$ cat config.mk
export PLATFORM = sky130hd
export DESIGN_NAME = tlu_trigger_ctrl
export DESIGN_NICKNAME = d
export VERILOG_FILES = /design/src/rtl/tlu_pkg.sv /design/src/rtl/tlu_tclk_gen.sv /design/src/rtl/tlu_trigger_ctrl.sv
export SDC_FILE = /design/constraint.sdc
export NUM_CORES = 1
export LEC_CHECK = 0
export ABC_AREA = 1
export CAP_MARGIN = 40
export CORE_ASPECT_RATIO = 1.5
export CORE_MARGIN = 1.5
export CORE_UTILIZATION = 50
export CTS_CLUSTER_SIZE = 40
export DETAILED_ROUTE_END_ITERATION = 6
export PLACE_DENSITY = 0.74
export SLEW_MARGIN = 20
export SYNTH_ARGS = -nofsm -noshare
export SYNTH_HDL_FRONTEND = slang
export SYNTH_SLANG_ARGS = --single-unit
export TNS_END_PERCENT = 10
$ cat constraint.sdc
create_clock -name CLK -period 5.14 [get_ports CLK]
set_input_delay 1.542 -clock CLK [delete_from_list [all_inputs] [get_ports CLK]]
set_output_delay 1.542 -clock CLK [all_outputs]
set_load 0.005 [all_outputs]
$ cat src/rtl/tlu_pkg.sv
// Shared state encoding and handshake-mode constants for the TLU trigger interface.
package tlu_pkg;

  typedef enum logic [2:0] {
    ST_IDLE,
    ST_WAIT_LOW,
    ST_SHIFT,
    ST_DELIVER,
    ST_HOLD
  } state_t;

  localparam logic [1:0] MODE_NOHS   = 2'd0;
  localparam logic [1:0] MODE_SIMPLE = 2'd1;
  localparam logic [1:0] MODE_DATA   = 2'd2;

  // The reserved encoding 3 falls back to the simple handshake.
  function automatic logic [1:0] map_mode(input logic [1:0] m);
    return (m == MODE_NOHS || m == MODE_DATA) ? m : MODE_SIMPLE;
  endfunction

endpackage

$ cat src/rtl/tlu_tclk_gen.sv
// Registered TLU trigger-clock generator: TID_WIDTH periods of 2*TCLK_HALF cycles,
// starting high, with a sample strobe on the last low-phase cycle of each period.
module tlu_tclk_gen #(
  parameter int TCLK_HALF = 4,
  parameter int TID_WIDTH = 16,
  parameter int BW        = (TID_WIDTH > 1) ? $clog2(TID_WIDTH) : 1
) (
  input  logic          clk,
  input  logic          rst_n,
  input  logic          start,
  input  logic          abort,
  output logic          tclk,
  output logic          sample,
  output logic          done,
  output logic [BW-1:0] bit_idx
);

  localparam int            CW       = $clog2(2 * TCLK_HALF);
  localparam logic [CW-1:0] CNT_FALL = CW'(TCLK_HALF - 1);
  localparam logic [CW-1:0] CNT_LAST = CW'(2 * TCLK_HALF - 1);
  localparam logic [BW-1:0] BIT_LAST = BW'(TID_WIDTH - 1);

  logic          run_q, run_d;
  logic          tclk_q, tclk_d;
  logic [CW-1:0] cnt_q, cnt_d;
  logic [BW-1:0] bit_q, bit_d;

  assign sample  = run_q && (cnt_q == CNT_LAST);
  assign done    = sample && (bit_q == BIT_LAST);
  assign tclk    = tclk_q;
  assign bit_idx = bit_q;

  always_comb begin
    run_d  = run_q;
    tclk_d = tclk_q;
    cnt_d  = cnt_q;
    bit_d  = bit_q;
    if (abort) begin
      run_d  = 1'b0;
      tclk_d = 1'b0;
      cnt_d  = '0;
      bit_d  = '0;
    end else if (start) begin
      run_d  = 1'b1;
      tclk_d = 1'b1;
      cnt_d  = '0;
      bit_d  = '0;
    end else if (run_q) begin
      cnt_d = cnt_q + 1'b1;
      if (cnt_q == CNT_FALL) tclk_d = 1'b0;
      if (sample) begin
        cnt_d = '0;
        if (done) begin
          run_d  = 1'b0;
          tclk_d = 1'b0;
        end else begin
          bit_d  = bit_q + 1'b1;
          tclk_d = 1'b1;
        end
      end
    end
  end

  always_ff @(posedge clk or negedge rst_n) begin
    if (!rst_n) begin
      run_q  <= 1'b0;
      tclk_q <= 1'b0;
      cnt_q  <= '0;
      bit_q  <= '0;
    end else begin
      run_q  <= run_d;
      tclk_q <= tclk_d;
      cnt_q  <= cnt_d;
      bit_q  <= bit_d;
    end
  end

endmodule

$ cat src/rtl/tlu_trigger_ctrl.sv
// TLU trigger interface: synchronised trigger input, no-handshake / simple / trigger-data
// handshakes with timeout and DUT-busy extension, and a valid/ready trigger-ID stream.
module tlu_trigger_ctrl
  import tlu_pkg::*;
#(
  parameter int TID_WIDTH = 16,
  parameter int TCLK_HALF = 4,
  parameter int TIMEOUT   = 1023
) (
  input  logic                 CLK,
  input  logic                 RST_N,
  input  logic                 ENABLE,
  input  logic [1:0]           MODE,
  input  logic                 TRIGGER,
  input  logic                 DUT_BUSY,
  output logic                 BUSY,
  output logic                 TRIGGER_CLOCK,
  output logic                 TRIG_VALID,
  input  logic                 TRIG_READY,
  output logic [TID_WIDTH-1:0] TRIG_ID,
  output logic                 TRIG_TIMEOUT,
  output logic [15:0]          DROP_CNT
);

  localparam int            BW       = (TID_WIDTH > 1) ? $clog2(TID_WIDTH) : 1;
  localparam int            TW       = $clog2(TIMEOUT + 1);
  localparam logic [TW-1:0] TMO_LAST = TW'(TIMEOUT - 1);

  logic                 sync1_q, trig_s_q, trig_prev_q;
  state_t               state_q, state_d;
  logic [1:0]           mode_q, mode_d;
  logic [TW-1:0]        tmo_q, tmo_d;
  logic [TID_WIDTH-1:0] int_cnt_q, int_cnt_d;
  logic [TID_WIDTH-1:0] sr_q, sr_d;
  logic [TID_WIDTH-1:0] id_q, id_d;
  logic                 valid_q, valid_d;
  logic                 tmo_flag_q, tmo_flag_d;
  logic                 busy_q, busy_d;
  logic [15:0]          drop_q, drop_d;

  logic          trig_edge, tmo_hit, xfer;
  logic          gen_start, gen_abort, sample, done;
  logic [BW-1:0] bit_idx;

  assign trig_edge = trig_s_q & ~trig_prev_q;
  assign tmo_hit   = (state_q == ST_WAIT_LOW || state_q == ST_SHIFT) && (tmo_q == TMO_LAST);
  assign xfer      = valid_q & TRIG_READY;
  assign gen_start = (state_q == ST_IDLE) && (state_d == ST_SHIFT);
  assign gen_abort = (state_q == ST_SHIFT) && tmo_hit;

  tlu_tclk_gen #(
    .TCLK_HALF (TCLK_HALF),
    .TID_WIDTH (TID_WIDTH),
    .BW        (BW)
  ) u_tclk_gen (
    .clk     (CLK),
    .rst_n   (RST_N),
    .start   (gen_start),
    .abort   (gen_abort),
    .tclk    (TRIGGER_CLOCK),
    .sample  (sample),
    .done    (done),
    .bit_idx (bit_idx)
  );

  always_comb begin
    state_d    = state_q;
    mode_d     = mode_q;
    tmo_d      = '0;
    int_cnt_d  = int_cnt_q;
    sr_d       = sr_q;
    id_d       = id_q;
    valid_d    = valid_q;
    tmo_flag_d = tmo_flag_q;
    drop_d     = drop_q;
    busy_d     = 1'b0;
    for (int i = 0; i < TID_WIDTH; i++) begin
      if (sample && bit_idx == BW'(i)) sr_d[i] = trig_s_q;
    end
    case (state_q)
      ST_IDLE: begin
        if (ENABLE && trig_edge) begin
          mode_d = map_mode(MODE);
          case (mode_d)
            MODE_NOHS: begin
              state_d    = ST_DELIVER;
              valid_d    = 1'b1;
              id_d       = int_cnt_q;
              tmo_flag_d = 1'b0;
              int_cnt_d  = int_cnt_q + 1'b1;
            end
            MODE_DATA: begin
              state_d = ST_SHIFT;
              sr_d    = '0;
            end
            default: state_d = ST_WAIT_LOW;
          endcase
        end
      end
      ST_WAIT_LOW: begin
        tmo_d = tmo_q + 1'b1;
        if (!trig_s_q || tmo_hit) begin
          state_d    = ST_DELIVER;
          valid_d    = 1'b1;
          id_d       = int_cnt_q;
          tmo_flag_d = trig_s_q;
          int_cnt_d  = int_cnt_q + 1'b1;
        end
      end
      ST_SHIFT: begin
        tmo_d = tmo_q + 1'b1;
        // sr_d already holds the bit sampled this cycle, so the last bit is not lost.
        if (done || tmo_hit) begin
          state_d    = ST_DELIVER;
          valid_d    = 1'b1;
          id_d       = sr_d;
          tmo_flag_d = !done;
        end
      end
      ST_DELIVER: begin
        if (mode_q == MODE_NOHS) begin
          if (ENABLE && trig_edge) begin
            if (xfer) begin
              id_d       = int_cnt_q;
              tmo_flag_d = 1'b0;
              int_cnt_d  = int_cnt_q + 1'b1;
            end else if (drop_q != 16'hFFFF) begin
              drop_d = drop_q + 16'd1;
            end
          end else if (xfer) begin
            valid_d = 1'b0;
            state_d = ST_IDLE;
          end
        end else if (xfer) begin
          valid_d = 1'b0;
          state_d = ST_HOLD;
        end
      end
      ST_HOLD: begin
        if (!DUT_BUSY) state_d = ST_IDLE;
      end
      default: state_d = ST_IDLE;
    endcase
    case (state_d)
      ST_IDLE:    busy_d = DUT_BUSY;
      ST_DELIVER: busy_d = (mode_d != MODE_NOHS);
      default:    busy_d = 1'b1;
    endcase
  end

  always_ff @(posedge CLK or negedge RST_N) begin
    if (!RST_N) begin
      sync1_q     <= 1'b0;
      trig_s_q    <= 1'b0;
      trig_prev_q <= 1'b0;
      state_q     <= ST_IDLE;
      mode_q      <= MODE_NOHS;
      tmo_q       <= '0;
      int_cnt_q   <= '0;
      sr_q        <= '0;
      id_q        <= '0;
      valid_q     <= 1'b0;
      tmo_flag_q  <= 1'b0;
      busy_q      <= 1'b0;
      drop_q      <= '0;
    end else begin
      sync1_q     <= TRIGGER;
      trig_s_q    <= sync1_q;
      trig_prev_q <= trig_s_q;
      state_q     <= state_d;
      mode_q      <= mode_d;
      tmo_q       <= tmo_d;
      int_cnt_q   <= int_cnt_d;
      sr_q        <= sr_d;
      id_q        <= id_d;
      valid_q     <= valid_d;
      tmo_flag_q  <= tmo_flag_d;
      busy_q      <= busy_d;
      drop_q      <= drop_d;
    end
  end

  assign BUSY         = busy_q;
  assign TRIG_VALID   = valid_q;
  assign TRIG_ID      = id_q;
  assign TRIG_TIMEOUT = tmo_flag_q;
  assign DROP_CNT     = drop_q;

endmodule

# After elaboration in Yosys (flattened, before gate mapping)
# Cells that the tools add are included.
dict set report totals {
  regBits 94
  inputBits 8
  elab_cells 192
}
dict set report op_classes {
  n_addsub 5
  eq_ne 36
  muxes 84
  bitwise 4
  n_reduce_logical 46
}
# cell count
set op_table {}
lappend op_table {{two-way mux 16 bit} 16}
lappend op_table {{case mux 16 bit (4 select lines)} 1}
lappend op_table {{case mux 16 bit (3 select lines)} 1}
lappend op_table {{two-way mux 1 bit} 40}
lappend op_table {{two-way mux 3 bit} 12}
lappend op_table {{adder 16 x 1 -> 16 bit, second input constant} 2}
lappend op_table {{equality test 4 bit, second input constant} 8}
lappend op_table {{logical AND 1 bit} 21}
lappend op_table {{two-way mux 4 bit} 5}
lappend op_table {{equality test 4 x 3 -> 1 bit, second input constant} 4}
lappend op_table {{inequality test 16 bit, second input constant} 1}
lappend op_table {{equality test 3 x 2 -> 1 bit, second input constant} 5}
lappend op_table {{case mux 3 bit (5 select lines)} 1}
lappend op_table {{adder 10 x 1 -> 10 bit, second input constant} 1}
lappend op_table {{equality test 10 bit, second input constant} 1}
lappend op_table {{two-way mux 10 bit} 1}
lappend op_table {{nonzero test 3 bit} 3}
lappend op_table {{equality test 4 x 2 -> 1 bit, second input constant} 2}
lappend op_table {{inequality test 2 x 1 -> 1 bit, second input constant} 4}
lappend op_table {{case mux 1 bit (4 select lines)} 2}
lappend op_table {{AND reduction 8 bit} 1}
lappend op_table {{nonzero test 4 bit} 2}
lappend op_table {{AND reduction 7 bit} 1}
lappend op_table {{equality test 3 bit, second input constant} 2}
lappend op_table {{23 further kinds} 38}

# Depth between registers and ports, before layout
dict set report depth {
  ltp_word 11
  ltp_mapped 12
  ltp_nobuf 12
}

# Modules after synthesis
# From an unflattened synthesis, not the netlist that was laid out.
dict set report hier_totals {
  cells_unflattened 650
  hier_area_um2 5043.6
}
# module n_inst cells_per_inst area_each_um2 seq_area_each_um2
set modules_own_cells {}
lappend modules_own_cells {tlu_trigger_ctrl 1 591 4544.4 2127.0}
lappend modules_own_cells {tlu_tclk_gen 1 59 499.2 225.2}

# Worst setup path before layout
# Ideal clock, no wire load.
dict set report synth_path {
  kind {input to register}
  start {input MODE[1]}
  end {register id_q[10], in the netlist TRIG_ID[10]}
  setup_ps 116
  arrival_time_ps 2557
  t_required_ps 5024
  path_slack_ps 2467
  path_stages 8
  path_buffers 1
  path_cell_list {or2_1 -> o21ai_4 -> nand2_4 -> nor2_1 -> nand3_2 -> buf_6 -> nand2_1 -> nand2_1}
}
dict set report synth_via {
  elab_chain_len 6
}
# item line
set synth_lines {}
lappend synth_lines {{start: declaration} tlu_trigger_ctrl.sv:13} ;# input logic [1:0] MODE,
lappend synth_lines {{equality test 2 bit / logical NOT 2 bit (equally long branches)} tlu_pkg.sv:18} ;# return (m == MODE_NOHS || m == MODE_DATA) ? m : MODE_SIMPLE;
lappend synth_lines {{logical OR 1 bit} tlu_pkg.sv:18}
lappend synth_lines {{two-way mux 2 bit *} tlu_pkg.sv:18}
lappend synth_lines {{logical NOT 2 bit *} tlu_trigger_ctrl.sv:84} ;# case (mode_d)
lappend synth_lines {{inequality test 2 x 1 -> 1 bit (no source line) *} -}
lappend synth_lines {{AND reduction 8 bit (no source line) *} -}
lappend synth_lines {{end signal: assignment} tlu_trigger_ctrl.sv:175} ;# id_q <= id_d;
lappend synth_lines {{end: declaration} tlu_trigger_ctrl.sv:35} ;# logic [TID_WIDTH-1:0] id_q, id_d;
# Mark *: on every way between the ends. The rest lies on a longest branch, timed or not.
# A chain may end at the register's enable or synchronous reset.

# Worst setup path after layout
dict set report layout_path {
  start {input MODE[1]}
  end {register id_q[3], in the netlist TRIG_ID[3]}
}
# The elaborated chain is that of the path after synthesis.

==> metrics list <==
- Status: completed
- On the final layout, the worst clock skew is 0.00800 ns.
- Count of max-cap constraint violations: 0
- 0 antenna diodes ended up in the layout.
- The critical path in this run is classified as input pin to flop.
* Number of buffers on the longest clock path: 2
- Area of the die: 11,200 µm²
- The worst setup path is launched from an input pin.
- DP HPWL: 8410 µm
- Number of nets in the layout: 744
- In the final layout, the share of cells above drive strength 1 is 0.0685.
- After floorplanning, the core was sized to cover 10,200 µm².
- Syn Std Cell Area: between 5000 and 6000 µm²
* Slowest stage delay, CP: 0.57 ns
- For the worst-skew pair, the clock arrives at the later sink with an insertion delay of 0.35 ns.
- Setup repair after global routing left no endpoint under its margin.
* Routed WL: 11,300 µm
- In this run, placement finished with an instance count of between 800 and 900.
* Leak Pwr: 0.00312 µW
* Critical Path End Type: flop
- Static timing analysis puts the maximum clock frequency at 0.317 GHz.
* Sum of overflow across all layers after global routing: 0
* WL/cell: around 13 µm
- CP max-delay cell: sky130_fd_sc_hd__nor3_4
- In the final timing run, aggregate negative setup slack is 0 ns.
- Die height: 129 µm
* #FFs+latches synth: 94
- Cells along the critical path: clkdlybuf4s50_1 > or2_1 > o21ai_4 > nand2_4 > nor3_4 > nand2_1 > nand2_1
- CTS built an H-tree with a depth of 3.
* Total count of hold-check failures in the final report: 0
- Measured against its own limit, the worst slew margin works out to 0.457.
- Total net switching power: 351 µW
- The first global-routing pass estimated ~19,000 µm of wire.
- Vias in the first global route: ~4,400
- After the first detailed-routing iteration, the DRC count stood at around 240.
* First-pass DRT Iterations: 5
- Boundary pin count: 44
- The detail route stage leaves a number of antenna-violating nets equal to 0.
- Actual slew at the worst max-slew pin: 0.814 ns
- STA puts the critical path data required time at around 5.4 ns.
* Area growth syn-to-layout: 16.3%
- Finished Layout Cells: ~870
* Number of resized instances in the post-cts repair step: 0
- TritonCTS built the clock tree.
* Routability Congestion: 0.929
- Across the VDD grid, the largest voltage drop is 0.000179 V.
- For this run, the total global-route usage over all layers was measured as 0.217.
- Number of sinks on the clock net: 94
- Post-synthesis instance total: 681
- The number of different library cells used by synthesis comes to 37.
- In this run the mean area of a mapped cell was 7.76 µm².
- Utilization after layout: 0.603
- Of the total power, the clock network draws 0.430.
* Number of hold buffers added after CTS: 0
* Crit share post-route: 0.614
* Maximum number of pins on one net before global-route repair: 49
- Number of buffers inserted during clock tree synthesis: 9
* Pwr/cell area: 250 nW/µm²
* Post-CTS Setup Repair Bufs: 0
- For this block, the via count after detailed routing is 4,422.
- Min Clock Period, post-route: 3.16 ns
- The initial utilization of the core area, before any placement, comes to 0.518.
- When the netlist entered floorplanning its net count stood at 700.
- Of the total power, the share spent switching nets is 0.229.
- The number of pins exceeding their max-slew limit in the final report came to 0.
* Arrival time worst endpoint: between 3 and 4 ns
- Seq pwr share: 0.505
* Number of antenna violations at the first check in global routing: 0
* Cell internal power dissipation: 1180 µW
- Cell with the most instances on the worst path: sky130_fd_sc_hd__nand2_1
- The root buffer cell chosen for the clock tree is sky130_fd_sc_hd__clkbuf_16.
- I/O Buffers: 43
- For this run, the number of Yosys warnings is 0.
- Avg Vias per Cell: 5.08
- Die W: 86.9 µm
* Crit path max fanout: 17
- Clock edge transition at the registers on the reported setup and hold paths: 0.06 ns
* Register area share after synthesis: 0.445
* Comb power frac: 0.065
- Number of DRC violations after detailed routing: 0
* Placement Rows: 45
* Worst hold path type: flop to flop
- Number of setup violations in the final report: 0
-- Yosys cell counts, drive strengths merged --
cell,number,area share
nor4,1,0.0012
a21oi,7,0.0066
o211ai,25,0.036
xnor2,3,0.0050
clkbuf,4,0.0028
o21ai,50,0.050
nand4,12,0.014
nand3b,2,0.0028
buf,9,0.014
nor3b,2,0.0028
dfrtp,94,0.45
nand2,231,0.17
inv,100,0.071
nor3,16,0.019
xor2,24,0.040
nand3,29,0.036
and3,1,0.0014
or2,1,0.0012
a31oi,1,0.0012
nor2,57,0.051
ha,11,0.026
o22ai,1,0.0012
-- per-stage QoR --
stage	instance area, µm²	power [µW]	hold slack (ns)	setup WS (ns)
floorplan	5280	832	0.331	2.47
global placement	5810	886	0.335	1.62
detailed placement	5850	891	0.335	1.60
CTS	6140	1550	0.349	1.95
global route	6140	1590	0.369	1.82
finish	6140	1530	0.348	1.98
-- power groups by stage --
stage	combinational (µW)	clock [µW]	sequential, µW
final	99.7	659	775
after global routing	114	697	778
after CTS	102	668	776
after detailed placement	101	0	790
after global placement	96.5	0	789
after floorplan	43.8	0	788
-- area by class of cell --
type	count	area, µm²
Clock buffer	14	284
Sequential cell	94	2350
Timing Repair Buffer	46	470
Inverter	100	375
Tap cell	141	176
Multi-Input combinational cell	474	2470
Clock inverter	2	13.8
Fill cell	907	4050
-- metal layers --
layer  vias to the layer above  routed length, µm  global-route usage
li1                       2237                  -                   -
met4                         0                246              0.0920
met2                        95               6000               0.387
met3                        18                395              0.0430
met5                         -                  0                   0
met1                      2072               4640               0.249
-- kinds of logic after synthesis --
family          share of synthesized area
simple gates                        0.302
buf+inv                            0.0874
flops                               0.445
compound gates                     0.0941
xor+xnor                           0.0448
fa+ha+maj                          0.0261
-- final timing paths --
| check | startpoint | slack [ns] | to | cells past startpoint |
|---|---|---|---|---|
| worst min-delay path | sync1_q | 0.35 | trig_s_q | 0 |
| worst max-delay path | MODE[1] | 1.98 | TRIG_ID[3] | 7 |
| worst min register to register | sync1_q | 0.35 | trig_s_q | 0 |
| max in group asynchronous | RST_N | 3.12 | sr_q[10] | 3 |
| min in group asynchronous | RST_N | 1.10 | DROP_CNT[5] | 1 |
| worst max register to register | u_tclk_gen.cnt_q[0] | 2.95 | TRIG_ID[3] | 10 |
-- cells in the final DEF (no fill, tap or decap), types with 2 or more instances in the layout --
cell                                n
sky130_fd_sc_hd__nand3b_1           2
sky130_fd_sc_hd__nor2_1            48
sky130_fd_sc_hd__inv_2              2
sky130_fd_sc_hd__clkbuf_8           4
sky130_fd_sc_hd__xor2_1            24
sky130_fd_sc_hd__nor3b_1            2
sky130_fd_sc_hd__o21ai_0           39
sky130_fd_sc_hd__nand3_1           22
sky130_fd_sc_hd__o21ai_1           10
sky130_fd_sc_hd__o211ai_1          25
sky130_fd_sc_hd__nand2_2            3
sky130_fd_sc_hd__nor2_2             3
sky130_fd_sc_hd__nor3_1            13
sky130_fd_sc_hd__nand2_1          223
sky130_fd_sc_hd__dfrtp_1           94
sky130_fd_sc_hd__nor2_4             5
sky130_fd_sc_hd__clkbuf_16          9
sky130_fd_sc_hd__inv_1             98
sky130_fd_sc_hd__nand4_1           12
sky130_fd_sc_hd__a21oi_1            7
sky130_fd_sc_hd__nand3_2            6
sky130_fd_sc_hd__xnor2_1            3
sky130_fd_sc_hd__clkdlybuf4s50_1   42
sky130_fd_sc_hd__nor3_2             2
sky130_fd_sc_hd__nand2_4            5
sky130_fd_sc_hd__buf_4              3
sky130_fd_sc_hd__ha_1              11
-- sequential cells by signal, summed over array words and instances, names as in the netlist, 3 cells and up --
name                count
u_tclk_gen.cnt_q        3
u_tclk_gen.bit_idx      4
tmo_q                  10
TRIG_ID                16
sr_q                   16
state_q                 3
DROP_CNT               16
int_cnt_q              16
-- worst max-delay path, delay by kind of cell --
kind,cells,cell delay [ns]
and+or+nand+nor,5,1.21
buffers and inverters,1,0.47
AOI/OAI and AO/OA,1,0.20
No activity file was read; power rests on OpenSTA's default activity.
